[src/rtl/fir_seq_pkg.sv]
// Shared encodings for the FIR control sequencer: FSM states and command opcodes.
package fir_seq_pkg;

   localparam logic [2:0] ST_SETUP  = 3'd0;
   localparam logic [2:0] ST_IDLE   = 3'd1;
   localparam logic [2:0] ST_LOAD   = 3'd2;
   localparam logic [2:0] ST_GAP    = 3'd3;
   localparam logic [2:0] ST_STREAM = 3'd4;

   localparam logic [1:0] OP_STOP   = 2'b00;
   localparam logic [1:0] OP_WCOEF  = 2'b01;
   localparam logic [1:0] OP_COMMIT = 2'b10;
   localparam logic [1:0] OP_SAMPLE = 2'b11;

   // Counter/pointer width that stays at least one bit for degenerate sizes.
   function automatic int unsigned clog2_min1(input int unsigned n);
      return (n > 1) ? $clog2(n) : 1;
   endfunction

endpackage

[src/rtl/fir_seq_lat_pipe.sv]
// Valid shift register matching the FIR latency; flush drops every result still in flight.
module fir_seq_lat_pipe #(
   parameter int unsigned DEPTH = 2
) (
   input  logic clk,
   input  logic reset,
   input  logic flush_i,
   input  logic valid_i,
   output logic valid_o
);

   logic [DEPTH-1:0] pipe_q, pipe_d;

   always_comb begin
      pipe_d    = '0;
      pipe_d[0] = valid_i;
      for (int i = 1; i < int'(DEPTH); i++) begin
         pipe_d[i] = pipe_q[i-1];
      end
      if (flush_i) begin
         pipe_d = '0;
      end
   end

   always_ff @(posedge clk) begin
      if (reset) begin
         pipe_q <= '0;
      end else begin
         pipe_q <= pipe_d;
      end
   end

   assign valid_o = pipe_q[DEPTH-1];

endmodule

[src/rtl/fir_seq_ctrl.sv]
// Command sequencer driving the FIR control pins: coefficient load and sample streaming.
// Build option FIR_SEQ_SAT_EN narrows y_data to X_N_SIZE with signed saturation.
module fir_seq_ctrl
   import fir_seq_pkg::*;
#(
   parameter int unsigned X_N_SIZE     = 8,
   parameter int unsigned TAP_SIZE     = 6,
   parameter int unsigned NBR_OF_TAPS  = 3,
   parameter int unsigned Y_N_SIZE     = 14,
   parameter int unsigned SETUP_CYCLES = 4,
   parameter int unsigned FIR_LATENCY  = 2,
`ifdef FIR_SEQ_SAT_EN
   localparam int unsigned YD_W = X_N_SIZE
`else
   localparam int unsigned YD_W = Y_N_SIZE
`endif
) (
   input  logic                clk,
   input  logic                reset,
   input  logic                cmd_valid,
   output logic                cmd_ready,
   input  logic [1:0]          cmd_op,
   input  logic [X_N_SIZE-1:0] cmd_data,
   output logic [X_N_SIZE-1:0] fir_x_n,
   output logic                fir_tvalid,
   output logic                fir_set_coeffs,
   input  logic [Y_N_SIZE-1:0] fir_y_n,
   output logic                y_valid,
   output logic [YD_W-1:0]     y_data,
   output logic                busy
);

   localparam int unsigned PTR_W = clog2_min1(NBR_OF_TAPS);
   localparam int unsigned CNT_W = clog2_min1(SETUP_CYCLES);

   logic [2:0]          state_q, state_d;
   logic [CNT_W-1:0]    cnt_q, cnt_d;
   logic [PTR_W-1:0]    wptr_q, wptr_d;
   logic [PTR_W-1:0]    ld_ptr_q, ld_ptr_d;
   logic [TAP_SIZE-1:0] shadow_q [NBR_OF_TAPS];
   logic [TAP_SIZE-1:0] shadow_d [NBR_OF_TAPS];

   logic                cmd_ready_q, cmd_ready_d;
   logic                busy_q, busy_d;
   logic [X_N_SIZE-1:0] x_n_q, x_n_d;
   logic                tvalid_q, tvalid_d;
   logic                set_q, set_d;
   logic                y_valid_q, y_valid_d;
   logic [YD_W-1:0]     y_data_q, y_data_d;

   logic                accept, acc_sample, flush, pipe_out;
   logic [TAP_SIZE-1:0] ld_coef;
   logic [YD_W-1:0]     y_next;

   assign accept     = cmd_valid & cmd_ready_q;
   assign acc_sample = accept && (cmd_op == OP_SAMPLE);
   // Leaving STREAM discards every result whose FIR input has already been presented.
   assign flush      = (state_q == ST_STREAM) && (state_d != ST_STREAM);

   always_comb begin
      state_d  = state_q;
      cnt_d    = cnt_q;
      wptr_d   = wptr_q;
      ld_ptr_d = ld_ptr_q;
      shadow_d = shadow_q;
      if (accept && (cmd_op == OP_WCOEF)) begin
         shadow_d[wptr_q] = cmd_data[TAP_SIZE-1:0];
         wptr_d = (wptr_q == PTR_W'(NBR_OF_TAPS - 1)) ? '0 : wptr_q + 1'b1;
      end
      case (state_q)
         ST_SETUP: begin
            if (cnt_q == CNT_W'(SETUP_CYCLES - 1)) begin
               state_d = ST_IDLE;
            end else begin
               cnt_d = cnt_q + 1'b1;
            end
         end
         ST_IDLE: begin
            if (accept && (cmd_op == OP_COMMIT)) begin
               state_d  = ST_LOAD;
               ld_ptr_d = PTR_W'(NBR_OF_TAPS - 1);
            end else if (acc_sample) begin
               state_d = ST_STREAM;
            end
         end
         ST_LOAD: begin
            if (ld_ptr_q == '0) begin
               state_d = ST_GAP;
            end else begin
               ld_ptr_d = ld_ptr_q - 1'b1;
            end
         end
         ST_GAP: begin
            state_d = ST_IDLE;
            wptr_d  = '0;
         end
         ST_STREAM: begin
            if (accept && (cmd_op == OP_STOP)) begin
               state_d = ST_IDLE;
            end else if (accept && (cmd_op == OP_COMMIT)) begin
               state_d  = ST_LOAD;
               ld_ptr_d = PTR_W'(NBR_OF_TAPS - 1);
            end
         end
         default: state_d = ST_SETUP;
      endcase
   end

`ifdef FIR_SEQ_SAT_EN
   localparam logic signed [Y_N_SIZE-1:0] Y_MAX = Y_N_SIZE'((2 ** (X_N_SIZE - 1)) - 1);
   localparam logic signed [Y_N_SIZE-1:0] Y_MIN = ~Y_MAX;

   always_comb begin
      if ($signed(fir_y_n) > Y_MAX) begin
         y_next = Y_MAX[X_N_SIZE-1:0];
      end else if ($signed(fir_y_n) < Y_MIN) begin
         y_next = Y_MIN[X_N_SIZE-1:0];
      end else begin
         y_next = fir_y_n[X_N_SIZE-1:0];
      end
   end
`else
   assign y_next = fir_y_n;
`endif

   // Outputs are derived from the next state so every pin comes straight from a flop.
   always_comb begin
      ld_coef     = shadow_q[ld_ptr_d];
      cmd_ready_d = (state_d == ST_IDLE) || (state_d == ST_STREAM);
      busy_d      = ~cmd_ready_d;
      tvalid_d    = (state_d == ST_STREAM);
      set_d       = (state_d == ST_LOAD);
      x_n_d       = '0;
      if (state_d == ST_LOAD) begin
         x_n_d = {{(X_N_SIZE - TAP_SIZE){ld_coef[TAP_SIZE-1]}}, ld_coef};
      end else if (acc_sample) begin
         x_n_d = cmd_data;
      end
      // fir_y_n is captured on the edge that raises y_valid.
      y_valid_d = pipe_out & ~flush;
      y_data_d  = y_valid_d ? y_next : y_data_q;
   end

   fir_seq_lat_pipe #(
      .DEPTH (FIR_LATENCY)
   ) u_lat_pipe (
      .clk     (clk),
      .reset   (reset),
      .flush_i (flush),
      .valid_i (acc_sample),
      .valid_o (pipe_out)
   );

   always_ff @(posedge clk) begin
      if (reset) begin
         state_q     <= ST_SETUP;
         cnt_q       <= '0;
         wptr_q      <= '0;
         ld_ptr_q    <= '0;
         shadow_q    <= '{default: '0};
         cmd_ready_q <= 1'b0;
         busy_q      <= 1'b1;
         x_n_q       <= '0;
         tvalid_q    <= 1'b0;
         set_q       <= 1'b0;
         y_valid_q   <= 1'b0;
         y_data_q    <= '0;
      end else begin
         state_q     <= state_d;
         cnt_q       <= cnt_d;
         wptr_q      <= wptr_d;
         ld_ptr_q    <= ld_ptr_d;
         shadow_q    <= shadow_d;
         cmd_ready_q <= cmd_ready_d;
         busy_q      <= busy_d;
         x_n_q       <= x_n_d;
         tvalid_q    <= tvalid_d;
         set_q       <= set_d;
         y_valid_q   <= y_valid_d;
         y_data_q    <= y_data_d;
      end
   end

   assign cmd_ready      = cmd_ready_q;
   assign busy           = busy_q;
   assign fir_x_n        = x_n_q;
   assign fir_tvalid     = tvalid_q;
   assign fir_set_coeffs = set_q;
   assign y_valid        = y_valid_q;
   assign y_data         = y_data_q;

endmodule
[config.mk]
export PLATFORM = sky130hd
export DESIGN_NAME = fir_seq_ctrl
export DESIGN_NICKNAME = d
export VERILOG_FILES = /design/src/rtl/fir_seq_pkg.sv /design/src/rtl/fir_seq_lat_pipe.sv /design/src/rtl/fir_seq_ctrl.sv
export SDC_FILE = /design/constraint.sdc
export NUM_CORES = 1
export LEC_CHECK = 0
export BUFFER_PORTS_ARGS = -buffer_cell sky130_fd_sc_hd__clkbuf_2
export CAP_MARGIN = 15
export CORE_UTILIZATION = 50
export CTS_CLUSTER_SIZE = 10
export DETAILED_ROUTE_END_ITERATION = 16
export PLACE_DENSITY = 0.77
export SYNTH_ARGS = -nofsm -noshare
export SYNTH_HDL_FRONTEND = slang
export SYNTH_HIERARCHICAL = 1
export SYNTH_SLANG_ARGS = --single-unit
export TNS_END_PERCENT = 10
[constraint.sdc]
create_clock -name clk -period 5 [get_ports clk]
set_input_delay 1.5 -clock clk [delete_from_list [all_inputs] [get_ports clk]]
set_output_delay 1.5 -clock clk [all_outputs]
set_load 0.01 [all_outputs]
; ---- After elaboration in Yosys (flattened, before gate mapping)
; Cells that the tools add are included.
[op_classes]
mux = 20
addsub = 3
n_eq_ne = 13
n_lt_le_gt_ge = 3
bitwise = 7
n_reduce_logical = 13
[op_table]
columns = op, count
row1 = 18-bit bitwise mux, 1
row2 = 3-bit 2-to-1 mux, 6
row3 = 6-bit 2-to-1 mux, 3
row4 = 8-bit 2-to-1 mux, 2
row5 = 3-bit case mux with 5 select lines, 1
row6 = 6-bit binary-select mux with 2-bit select, 1
row7 = 6-bit demux with 2-bit select, 1
row8 = 3-bit by 2-bit equality test with 1-bit output (second input constant), 3
row9 = 2-bit equality test (second input constant), 4
row10 = 2-bit 2-to-1 mux, 4
row11 = 3-bit by 1-bit equality test with 1-bit output (second input constant), 2
row12 = 3-bit equality test (second input constant), 2
row13 = 3-bit >= comparator (second input constant), 2
row14 = 1-bit logical AND, 6
row15 = 2-bit NOT with 3-bit output, 2
row16 = 2-bit case mux with 3 select lines, 1
row17 = 2-bit by 1-bit adder with 2-bit output (second input constant), 2
row18 = 2-bit zero test, 2
row19 = 2-bit OR reduction, 2
row20 = 3-bit zero test, 1
row21 = 3-bit by 1-bit < comparator with 1-bit output (second input constant), 1
row22 = 3-bit inequality test (second input constant), 1
row23 = 1-bit NOT, 3
row24 = 1-bit AND, 2
row25 = 4 further kinds, 4
[word_totals]
wordCells = 74
ff_bits = 56
in_bits = 27
out_inout_bits = 27

; ---- Longest topological paths before layout
; Gate-level depths: netlist of the first run.
[logic_depth]
depth_word = 10
depth_mapped = 7
depth_no_buf = 5

; ---- Modules after synthesis
; Netlist of the first run, hierarchy kept.
[by_module_without_submodules]
columns = module, area_each_um2, instances, seq_area_each_um2, cells_each
row1 = fir_seq_ctrl, 2258.4, 1, 1081.0, 227
row2 = fir_seq_lat_pipe, 55.1, 1, 40.0, 4

; ---- Least setup slack after synthesis of the first run
; OpenSTA, ideal clock, no wires.
[synth_path]
kind = input -> register
startpoint = input cmd_op[0]
endpoint = register y_data_q[0] (netlist: y_data[0])
t_arrival_ns = 2.706
path_slack_ns = 2.166
required_time_ns = 4.872
path_buffers = 2
stages = 7
setup_time_ns = 0.128
cell_sequence = and4bb_2 > and2_1 > nand2b_1 > buf_2 > buf_2 > mux2i_1 > nor2_1
[synth_between]
elab_chain_cells = 9
elab_cells_between_ends = 15
classes_between = eq/ne (3) / mux (5) / bitwise (2) / reduce/logical (5)
[synth_lines]
columns = element, line_no
row1 = "start, declared", fir_seq_ctrl.sv:22  ; input logic [1:0] cmd_op,
row2 = 2-bit equality test (on tied branches), "fir_seq_ctrl.sv:79, fir_seq_ctrl.sv:100, fir_seq_ctrl.sv:56"
row3 = 1-bit logical AND (on tied branches), "fir_seq_ctrl.sv:79, fir_seq_ctrl.sv:100, fir_seq_ctrl.sv:56"
row4 = 3-bit 2-to-1 mux (on tied branches), "fir_seq_ctrl.sv:100, fir_seq_ctrl.sv:82"
row5 = 3-bit 2-to-1 mux (on tied branches), "fir_seq_ctrl.sv:98, fir_seq_ctrl.sv:79"
row6 = 3-bit case mux with 5 select lines (*), fir_seq_ctrl.sv:70  ; case (state_q)
row7 = 3-bit inequality test (*), fir_seq_ctrl.sv:58  ; assign flush = (state_q == ST_STREAM) && (state_d != ST_STREAM);
row8 = 1-bit logical AND (*), fir_seq_ctrl.sv:58
row9 = named net flush, fir_seq_ctrl.sv:51  ; logic accept, acc_sample, flush, pipe_out;
row10 = 1-bit NOT (*), fir_seq_ctrl.sv:140  ; y_valid_d = pipe_out & ~flush;
row11 = 1-bit AND (*), fir_seq_ctrl.sv:140
row12 = "end signal, assigned", fir_seq_ctrl.sv:180  ; y_data_q <= y_data_d;
row13 = "end, declared", fir_seq_ctrl.sv:49  ; logic [YD_W-1:0] y_data_q, y_data_d;
; Mark *: on every way through the listed nets, which the timed path passes. The rest lies on a longest branch.
; A chain may end at the register's enable or synchronous reset.

; ---- Worst setup path in the final report of the first run
[layout_path]
startpoint = input cmd_op[0]
endpoint = register y_data_q[3] (netlist: y_data[3])
; The elaborated chain is that of the path after synthesis.

==> key figures, run 1 <==
GRT
  • Vias in the first global route: 1638
  • Initial antenna violation count: 0
  • Pin count of the biggest net entering global routing: 54
  • Grt total ovfl: 0
  • Global-route wire length before repair: 7.36 mm
  • Global-route usage over all layers: 18.7%

Floorplanning
  • Row count: 24
  • DIE WIDTH: 70.0 um
  • I/O pin cnt: 54
  • Initial core utilization: 52.4%
  • Die area: 4900 sq um
  • CORE AREA: 4410 sq um
  • Die Ht: around 70 um

Place
  • Detail Placement HPWL: around 3 mm
  • DP Worst Slack: 1670 ps
  • Port bufs: between 50 and 60
  • Placed cells: 324
  • RePlAce Congestion: 0.765

Detailed routing
  • Vias per cell: 5.51
  • DR vias: 1829
  • Initial DRC Count: 70
  • Total routed wirelength: 4.54 mm
  • Avg WL per Cell: 13.7 um
  • Drc violations: 0
  • Post-route ant nets: 0
  • DRT Pass-1 Iters: 4

Clocking
  • CTS Buf Count: 5
  • Gates resized, CTS repair: 0
  • Postcts setup bufs: 0
  • CTS tree: yes
  • H-tree depth: 2
  • CTS clk-pin slew, worst paths: roughly 90 ps
  • Clk sinks: 56
  • Root Driver: clkbuf_8
  • Hold_buf cts: 0
  • Clock buffer depth: 2
  • Clk_lat worst skew: 310 ps

Timing
  • Final Hold Viols: 0
  • Setup Skew: about 10 ps
  • Highest clock rate: 335 MHz
  • Final worst path period need: approximately 3000 ps
  • Unrepaired setup endpoints after global routing: no
  • Final count of negative-setup-slack endpoints: 0
  • Worst-Margin Slew: 832 ps
  • Final TNS setup: 0 ps
  • Max transition margin: 43.0%
  • Slew Limit Fails: 0
  • Hold_ws: 465 ps
  • Setup WS post-layout: 2010 ps
  • Part of the cycle the worst path needs: about 60%

Layout
  • Area growth, synth to finish: 16.5%
  • Share of layout cells above drive strength 1: 27.9%
  • Storage element area: 1120 sq um
  • Layout Cells excl Fill: 332
  • Ant. Diodes: 0
  • Footprint of the multi-input gates: 1100 sq um
  • Nets: 307
  • Filler Cells Inserted: 378

Critical path
  • Reg2Reg Capture Point: fir_x_n[4]$_SDFF_PP0_
  • Crit start category: input pin
  • Crit Path Category: in -> reg
  • Crit Reg-Reg Startpoint: state_q[1]$_SDFF_PP0_
  • FF-to-FF path depth: 5
  • CP endpoint kind: register
  • Worst-path fanout max: 15
  • Reg2Reg Setup Slack: 2410 ps
  • WP data required: 5180 ps
  • Worst Path Arrival: 3170 ps

Yosys
  • Synth cell count leaders: dfxtp_1, nor2_1, mux2i_1, a21oi_1, nand2_1
  • Synth cell types: 48
  • Post-synthesis register bit count: 56
  • Gate Count Post-Synth: 231
  • Syn Nets: 259
  • Synth Area per Inst: 10.0 sq um
  • Dominant cells by area after synthesis: dfxtp_1, mux2i_1, nor2_1
  • Synth area leader: dfxtp_1
  • Synth warn: 6
  • Post-synth EDFFs: 0
  • Post-synthesis sequential area ratio: 48.5%
  • Top_reg_cell synth: dfxtp_1
  • Synth async-reset ratio: 0%
  • Most numerous cell in the Yosys netlist: dfxtp_1
  • Post-Synthesis Cell Area: 2310 sq um
  • Synth top area share: 48.5%

Min path
  • Cells on Worst Hold Path: 1
  • Hold/Removal Path Class: reg -> reg
  • Hold Startpoint: u_lat_pipe/pipe_q[0]$_SDFF_PP0_
  • Endpoint, Worst Hold: u_lat_pipe/pipe_q[1]$_SDFF_PP0_

Outcome
  • Status: complete, no violations

Power and ir drop
  • Worst-case vdd ir drop: between 200 and 250 uV
  • Leak: about 1.2 nW
  • Power Dens Cells: 311 nW/um^2

Job
  • Max-cap violations: 0
[registers in the layout (all words and copies together) (netlist names), 2 cells and up]
register and count:
u_lat_pipe/pipe_q 2, shadow_q 18, state_q 3, wptr_q 2
y_data 14, ld_ptr_q 2, fir_x_n 8, cnt_q 2
[how the worst max path moves through the flow]
stage,to,slack (ps),start
after floorplan,y_data[0]$_SDFFE_PP0P_,2170,cmd_op[0]
after global placement,y_data[11]$_SDFFE_PP0P_,1740,cmd_op[0]
after detailed placement,y_data[9]$_SDFFE_PP0P_,1670,cmd_op[0]
after CTS,y_data[3]$_SDFFE_PP0P_,1990,cmd_op[0]
after global routing,y_data[9]$_SDFFE_PP0P_,1890,cmd_op[0]
final,y_data[3]$_SDFFE_PP0P_,2010,cmd_op[0]
[area by class of cell]
class | count | area share (%)
clock buffer | 6 | 2.69
inverter | 6 | 0.835
timing repair buffer | 55 | 10.4
tap | 52 | 2.41
sequential | 56 | 41.6
multi-input combinational | 155 | 40.8
clock inverter | 2 | 1.30
[layer usage]
metal	global-route usage [%]	wire length, um	up-vias
met1	23.3	2160	855
met5	0	0	-
li1	-	-	919
met3	6.06	281	6
met4	6.67	59	0
met2	30.2	2040	49
[worst max-delay path, stage by stage]
cell and delay [ps]:
clkbuf_2 120, and4bb_2 320, and2_1 180, nand2b_1 700, mux2i_1 280, nor2_1 70
[cells in the final DEF (no fill, tap or decap), types with 3 or more instances in the layout]
master | netlist | final
nand3_1 | 4 | 4
dfxtp_1 | 56 | 56
mux2i_1 | 34 | 34
clkbuf_8 | 0 | 5
a221oi_1 | 5 | 5
a211oi_1 | 7 | 7
clkbuf_2 | 0 | 53
nand2_1 | 9 | 9
mux2_2 | 5 | 5
nor2_1 | 40 | 40
nor3b_1 | 3 | 3
inv_1 | 6 | 6
a21oi_1 | 11 | 11
[logic make-up after synthesis]
logic type / after synthesis / share of synthesized area (%)
mux: 39 / 17.1
fa+ha+maj: 1 / 0.541
buf+inv: 20 / 4.00
compound gates: 39 / 12.4
xor+xnor: 1 / 0.379
flops: 56 / 48.5
simple gates: 75 / 17.1
[power breakdown]
part | leakage, nW | switching, W | internal [W]
Combinational | 0.699 | 0.0000403 | 0.0000370
Clock | 0.0552 | 0.000140 | 0.000149
Sequential | 0.452 | 0.0000128 | 0.000461
[per-stage QoR]
stage / power, W / utilization (%) / instance area (sq um)
6_report: 0.000839 / 61.1 / 2700
5_1_grt: 0.000877 / 61.1 / 2700
4_1_cts: 0.000849 / 61.1 / 2700
3_5_place_dp: 0.000561 / 58.6 / 2590
3_3_place_gp: 0.000559 / 58.6 / 2590
2_1_floorplan: 0.000536 / - / 2310
Power figures use the tool's default switching activity.
==> run 2: changes to the inputs <==
Settings changed: ABC_AREA from default to 1, CORE_UTILIZATION 50 to 47, PLACE_DENSITY 0.77 to 0.76.
Clock period 5 ns to 2.73 ns, I/O delays scaled along.
==> key figures, run 2 <==
Power and ir drop
  • Leak: 1.34 nW (was 1.21 nW)
  • Clock power frac: 39.5% (was 34.4%)
  • Total power: 0.00156 W (was 0.000839 W)
  • P_int: 0.00123 W (was 0.000646 W)
  • Reg power frac: 53.8% (was 56.4%)
  • Worst-case vdd ir drop: 268 uV (was 212 uV)
  • Switching share of power: 20.7% (was 23.0%)
  • Power Dens Cells: 564 nW/um^2 (was 311 nW/um^2)
  • Net Switching: 0.000321 W (was 0.000193 W)
  • Comb pwr share: 6.7% (was 9.2%)

Detailed routing
  • Vias per cell: 4.91 (was 5.51)
  • Avg WL per Cell: 11.2 um (was 13.7 um)
  • Total routed wirelength: 4.82 mm (was 4.54 mm)
  • DRT met1 WL: 2.32 mm (was 2.16 mm)
  • Post-route ant nets: 0 (unchanged)
  • DR vias: 2111 (was 1829)
  • Initial DRC Count: 182 (was 70)
  • Max Used Layer: met4 (unchanged)
  • Drc violations: 0 (unchanged)
  • WL met3: 284 um (was 281 um)
  • Met2 routed wirelength: 2.11 mm (was 2.04 mm)
  • DRT Pass-1 Iters: 4 (unchanged)

Floorplanning
  • Die Ht: 71.9 um (was 70.0 um)
  • I/O pin cnt: 54 (unchanged)
  • CORE AREA: 4720 sq um (was 4410 sq um)
  • DIE WIDTH: 71.9 um (was 70.0 um)
  • Initial core utilization: 48.6% (was 52.4%)
  • Die area: 5160 sq um (was 4900 sq um)
  • Row count: 25 (was 24)

Place
  • Detail Placement HPWL: 3.48 mm (was 3.02 mm)
  • Port bufs: 53 (unchanged)
  • RePlAce Congestion: 0.833 (was 0.765)
  • Placed cells: 423 (was 324)

Yosys
  • Top_reg_cell synth: dfxtp_1 (unchanged)
  • Synth top area share: 48.9% (was 48.5%)
  • Most numerous cell in the Yosys netlist: dfxtp_1 (unchanged)
  • Synth area leader: dfxtp_1 (unchanged)
  • Post-synthesis register bit count: 56 (unchanged)
  • Synth Area per Inst: 7.40 sq um (was 10.0 sq um)
  • Syn Nets: 338 (was 259)
  • Post-synth EDFFs: 0 (unchanged)
  • Synth cell count leaders: dfxtp_1, nor2_1, inv_1, o21ai_0, a21oi_1 (was dfxtp_1, nor2_1, mux2i_1, a21oi_1, nand2_1)
  • Post-Synthesis Cell Area: 2290 sq um (was 2310 sq um)
  • Synth warn: 6 (unchanged)
  • Synth async-reset ratio: 0% (unchanged)
  • Post-synthesis sequential area ratio: 48.9% (was 48.5%)
  • Gate Count Post-Synth: 310 (was 231)
  • Synth cell types: 24 (was 48)
  • Dominant cells by area after synthesis: dfxtp_1, o21ai_0, nor2_1 (was dfxtp_1, mux2i_1, nor2_1)

Critical path
  • Worst Path Arrival: 2240 ps (was 3170 ps)
  • WP data required: 2970 ps (was 5180 ps)
  • CP endpoint kind: register (unchanged)
  • Top delay family on crit path: simple AND/OR/NAND/NOR gates (unchanged)
  • Cell Chain, Critical Path: clkbuf_2 -> nand2_1 -> inv_1 -> nand3_2 -> o22ai_1 -> nand2_1 -> nand2_1 -> nand2_2 -> inv_2 -> nor2_1 -> nor2_1 (was clkbuf_2 -> and4bb_2 -> and2_1 -> nand2b_1 -> mux2i_1 -> nor2_1)
  • Worst-path fanout max: 16 (was 15)
  • CP max stage cell: inv_2 (was nand2b_1)
  • Most used cell, CP: nand2_1
  • Crit start category: input pin (unchanged)
  • WP buf/inv: 3 (was 1)
  • Crit Path Category: in -> reg (unchanged)
  • Worst stage delay on the critical path: 250 ps (was 700 ps)

GRT
  • Global-route usage over all layers: 20.0% (was 18.7%)
  • Initial antenna violation count: 0 (unchanged)
  • Grt total ovfl: 0 (unchanged)
  • Pin count of the biggest net entering global routing: 26 (was 54)
  • Vias in the first global route: 1908 (was 1638)
  • Global-route wire length before repair: 8.20 mm (was 7.36 mm)

Clocking
  • Clk sinks: 56 (unchanged)
  • Postcts setup bufs: 0 (unchanged)
  • CTS clk-pin slew, worst paths: 90 ps (about the same)
  • Hold_buf cts: 0 (unchanged)
  • Clk_lat worst skew: 310 ps (about the same)
  • Root Driver: clkbuf_8 (unchanged)
  • CTS tree: yes (unchanged)
  • Clock buffer depth: 2 (unchanged)
  • CTS Buf Count: 5 (unchanged)
  • Gates resized, CTS repair: 0 (unchanged)
  • H-tree depth: 2 (unchanged)

Timing
  • Slew Limit Fails: 0 (unchanged)
  • Worst-Margin Slew: 480 ps (was 832 ps)
  • Final count of negative-setup-slack endpoints: 0 (unchanged)
  • Final Hold Viols: 0 (unchanged)
  • Final worst path period need: 2000 ps
  • Part of the cycle the worst path needs: 73.2%
  • Final TNS setup: 0 ps (unchanged)
  • Hold_ws: 418 ps (was 465 ps)
  • Setup Skew: 9.88 ps (was 10.0 ps)
  • Max transition margin: 67.9% (was 43.0%)
  • Highest clock rate: ~500 MHz
  • Unrepaired setup endpoints after global routing: no (unchanged)

Layout
  • Commonest non-fill, non-tap cells in the layout: dfxtp_1, clkbuf_2, nor2_1, inv_1, o21ai_0 (was dfxtp_1, clkbuf_2, nor2_1, mux2i_1, a21oi_1)
  • Most common cell after layout, fill and taps aside: dfxtp_1 (unchanged)
  • Share of layout cells above drive strength 1: 23.1% (was 27.9%)
  • Reg with most FFs: shadow_q (unchanged)
  • Filler Cells Inserted: 444 (was 378)
  • Number of flip-flops in the largest register: 18 (unchanged)
  • Finished Core Util: 58.4% (was 61.1%)
  • Area growth, synth to finish: 20.2% (was 16.5%)
  • Layout Cells excl Fill: 430 (was 332)
  • Ant. Diodes: 0 (unchanged)
  • Nets: 391 (was 307)

Min path
  • Hold/Removal Path Class: reg -> reg (unchanged)

Outcome
  • Status: complete, no violations (unchanged)

Job
  • Max-cap violations: 0 (unchanged)
-- run 2: worst paths after layout --
kind / cells after the start / from / slack [ps] / to
min reg2reg: 2 / u_lat_pipe/pipe_q[0]$_SDFF_PP0_ / 420 / u_lat_pipe/pipe_q[1]$_SDFF_PP0_
min: 2 / u_lat_pipe/pipe_q[0]$_SDFF_PP0_ / 420 / u_lat_pipe/pipe_q[1]$_SDFF_PP0_
max: 11 / cmd_valid / 730 / y_data[2]$_SDFFE_PP0P_
max reg2reg: 10 / cmd_ready$_SDFF_PP0_ / 980 / y_data[2]$_SDFFE_PP0P_
-- run 2: layer usage --
layer / vias up / GRT usage [%]
li1: 1095 / -
met1: 922 / 26.5
met2: 79 / 30.8
met3: 15 / 5.91
met4: 0 / 7.63
met5: - / 0
-- run 2: through the flow --
step / setup WS (ps) / cell area, sq um
floorplan: 814 / 2290
global placement: 428 / 2630
detailed placement: 424 / 2630
CTS: 728 / 2760
global route: 530 / 2760
finish: 733 / 2760
-- run 2: kinds of logic (layout without fill, tap and decap cells) --
logic type	Yosys count	in the layout	synth area share (%)
compound gates	81	81	18.4
buf+inv	57	110	9.98
flops	56	56	48.9
fa+ha+maj	1	1	0.545
simple gates	115	115	22.2
-- run 2: final cells by class --
cell class / instances / area [sq um] / area share, %
Clock inverter: 2 / 60.1 / 2.18
Sequential cell: 56 / 1120 / 40.7
Tap cell: 67 / 83.8 / 3.04
Timing Repair Buffer: 57 / 308 / 11.2
Clock buffer: 5 / 68.8 / 2.50
Inverter: 46 / 173 / 6.26
Multi-Input combinational cell: 197 / 943 / 34.2
-- run 2: power by group through the flow --
stage | registers, W | logic, W | clock network [W]
after global placement | 0.000856 | 0.000101 | 0
after floorplan | 0.000856 | 0.0000619 | 0
after detailed placement | 0.000856 | 0.000104 | 0
final | 0.000837 | 0.000104 | 0.000614
after CTS | 0.000837 | 0.000105 | 0.000625
after global routing | 0.000839 | 0.000118 | 0.000662
-- run 2: tightest hold or removal path: cells and delay by family (launching register included) --
family	cells	cell delay (ps)
DFF	1	310
buffers and inverters	1	40
and+or+nand+nor	1	30
==> run 3: changes to the inputs <==
Settings changed: CORE_UTILIZATION 47 to 50, PLACE_DENSITY 0.76 to 0.77.
Clock period 2.73 ns to 2 ns, I/O delays scaled along.
==> key figures, run 3 (synthesis gave the netlist of run 2 again) <==
Critical path
  • WP buf/inv: 2 (was 3)
  • Worst Path Arrival: 1910 ps (was 2240 ps)
  • FF-to-FF path depth: 11 (was 10)
  • Top delay family on crit path: simple AND/OR/NAND/NOR gates (unchanged)
  • Crit Reg-Reg Startpoint: state_q[0]$_SDFF_PP0_ (was cmd_ready$_SDFF_PP0_)
  • CP endpoint kind: register (unchanged)
  • WP data required: 2200 ps (was 2970 ps)
  • Crit start category: register (was input pin)
  • Crit Path Category: reg -> reg (was in -> reg)
  • Cell Chain, Critical Path: inv_2 -> nand2_2 -> nor2_1 -> nand2_1 -> nand2_1 -> nor2_1 -> nand3_1 -> nor2_4 -> inv_2 -> a21oi_1 -> a21oi_1 (was clkbuf_2 -> nand2_1 -> inv_1 -> nand3_2 -> o22ai_1 -> nand2_1 -> nand2_1 -> nand2_2 -> inv_2 -> nor2_1 -> nor2_1)
  • Reg2Reg Setup Slack: 290 ps (was 980 ps)
  • CP max stage cell: dfxtp_1 (was inv_2)
  • Worst-path fanout max: 9 (was 16)
  • Reg2Reg Capture Point: fir_x_n[3]$_SDFF_PP0_ (was y_data[2]$_SDFFE_PP0P_)
  • Worst stage delay on the critical path: 420 ps (was 250 ps)
  • WP depth: 11 (unchanged)

Timing
  • Slew Limit Fails: 0 (unchanged)
  • Highest clock rate: 585 MHz
  • Max transition margin: 82.2% (was 67.9%)
  • Setup WS post-layout: 291 ps (was 733 ps)
  • Worst-Margin Slew: 265 ps (was 480 ps)
  • Final TNS setup: 0 ps (unchanged)
  • Part of the cycle the worst path needs: around 85%
  • Unrepaired setup endpoints after global routing: no (unchanged)
  • Setup Skew: 3.39 ps (was 9.88 ps)
  • Final worst path period need: 1710 ps
  • Final count of negative-setup-slack endpoints: 0 (unchanged)
  • Final Hold Viols: 0 (unchanged)

Layout
  • Reg with most FFs: shadow_q (unchanged)
  • Share of layout cells above drive strength 1: 24.2% (was 23.1%)
  • Ant. Diodes: 0 (unchanged)
  • Nets: 395 (was 391)
  • Commonest non-fill, non-tap cells in the layout: dfxtp_1, clkbuf_2, nor2_1, inv_1, o21ai_0 (unchanged)
  • Most common cell after layout, fill and taps aside: dfxtp_1 (unchanged)
  • Area growth, synth to finish: 20.1% (was 20.2%)
  • Number of flip-flops in the largest register: 18 (unchanged)

Detailed routing
  • Avg WL per Cell: 11.8 um (was 11.2 um)
  • Total routed wirelength: 4.96 mm (was 4.82 mm)
  • Drc violations: 0 (unchanged)
  • Post-route ant nets: 0 (unchanged)
  • Vias per cell: 5.07 (was 4.91)
  • DRT Pass-1 Iters: 5 (was 4)
  • Initial DRC Count: 160 (was 182)
  • DR vias: 2131 (was 2111)

GRT
  • Global-route met2 utilization: 34.8% (was 30.8%)
  • Initial antenna violation count: 0 (unchanged)
  • Pin count of the biggest net entering global routing: 31 (was 26)
  • Vias in the first global route: 1937 (was 1908)
  • Met1 usage: 27.3% (was 26.5%)
  • Grt total ovfl: 0 (unchanged)
  • Global-route wire length before repair: 8.34 mm (was 8.20 mm)
  • Grt peak-use layer: met2 (unchanged)
  • Met3 Usage GRT: 5.38% (was 5.91%)
  • Global-route usage over all layers: 21.5% (was 20.0%)

Floorplanning
  • DIE WIDTH: 69.7 um (was 71.9 um)
  • Die area: 4860 sq um (was 5160 sq um)
  • I/O pin cnt: 54 (unchanged)
  • Initial core utilization: 52.3% (was 48.6%)
  • Die Ht: 69.7 um (was 71.9 um)
  • Row count: 24 (was 25)
  • CORE AREA: 4380 sq um (was 4720 sq um)

Min path
  • Hold Startpoint: u_lat_pipe/pipe_q[0]$_SDFF_PP0_ (unchanged)
  • Hold/Removal Path Class: reg -> reg (unchanged)
  • Cells on Worst Hold Path: 2 (unchanged)
  • Endpoint, Worst Hold: u_lat_pipe/pipe_q[1]$_SDFF_PP0_ (unchanged)

Clocking
  • Clk sinks: 56 (unchanged)
  • Clock buffer depth: 2 (unchanged)
  • Postcts setup bufs: 0 (unchanged)
  • H-tree depth: 2 (unchanged)
  • Gates resized, CTS repair: 0 (unchanged)
  • CTS tree: yes (unchanged)
  • CTS clk-pin slew, worst paths: 90 ps (about the same)
  • Clk_lat worst skew: 310 ps (about the same)
  • CTS Buf Count: 5 (unchanged)
  • Root Driver: clkbuf_8 (unchanged)
  • Hold_buf cts: 0 (unchanged)

Power and ir drop
  • Leak: 1.36 nW (was 1.34 nW)
  • Power Dens Cells: 753 nW/um^2 (was 564 nW/um^2)
  • Worst-case vdd ir drop: 411 uV (was 268 uV)

Place
  • Detail Placement HPWL: 3.56 mm (was 3.48 mm)
  • DP Worst Slack: 25.3 ps (was 424 ps)
  • RePlAce Congestion: 0.884 (was 0.833)
  • Port bufs: 53 (unchanged)

Job
  • Max-cap violations: 0 (unchanged)

Outcome
  • Status: complete, no violations (unchanged)
-- run 3: cell count changes in the layout (fill, tap and decap cells not counted), sizes merged --
cell | before | now
clkbuf | 58 | 60
bufinv | 2 | 1
buf | 4 | 8
-- run 3: where the power goes --
| group | leakage, nW | switching (W) | internal, W | total (W) |
|---|---|---|---|---|
| registers | 0.452 | 0.00000933 | 0.00113 | 0.00114 |
| clock network | 0.0645 | 0.000346 | 0.000442 | 0.000788 |
| logic | 0.840 | 0.0000836 | 0.0000588 | 0.000142 |
-- run 3: layout make-up --
cell class                      instances  area (sq um)
Fill cell                             400          1630
Sequential cell                        56          1120
Multi-Input combinational cell        197           943
Timing Repair Buffer                   61           325
Inverter                               46           173
Clock buffer                            7          96.3
Tap cell                               52          65.1
Clock inverter                          1          30.0
-- run 3: through the flow --
step / area, sq um / instances / util [%] / hold slack, ps / total power, W
final: 2750 / 420 / 62.8 / 422 / 0.00207
after global routing: 2750 / 420 / 62.8 / 451 / 0.00215
after CTS: 2750 / 420 / 62.8 / 425 / 0.00209
after detailed placement: 2630 / 412 / 59.9 / 409 / 0.00131
after global placement: 2630 / 412 / 59.9 / 408 / 0.00131
after floorplan: 2290 / 310 / - / 394 / 0.00125
-- run 3: layer usage --
| layer | part of all wire [%] | vias to the layer above |
|---|---|---|
| met5 | 0 | - |
| met4 | 1.7 | 0 |
| met3 | 6.6 | 12 |
| met2 | 45 | 71 |
| met1 | 46 | 943 |
| li1 | - | 1105 |
-- run 3: how the worst max path moves through the flow --
stage / from / to / slack (ps)
final: state_q[0]$_SDFF_PP0_ / fir_x_n[3]$_SDFF_PP0_ / 290
after floorplan: cmd_valid / y_data[0]$_SDFFE_PP0P_ / 300
after global routing: state_q[0]$_SDFF_PP0_ / fir_x_n[2]$_SDFF_PP0_ / 100
after CTS: state_q[0]$_SDFF_PP0_ / fir_x_n[3]$_SDFF_PP0_ / 300
after detailed placement: cmd_valid / fir_x_n[0]$_SDFF_PP0_ / 30
after global placement: cmd_valid / fir_x_n[0]$_SDFF_PP0_ / 110
-- run 3: worst reg2reg max path, delay by kind of cell (launching register included) --
kind                   cells  cell delay (ps)
AO/OA/AOI/OAI              2              230
buffers and inverters      2              210
flip-flops                 1              420
AND/OR/NAND/NOR            7              740
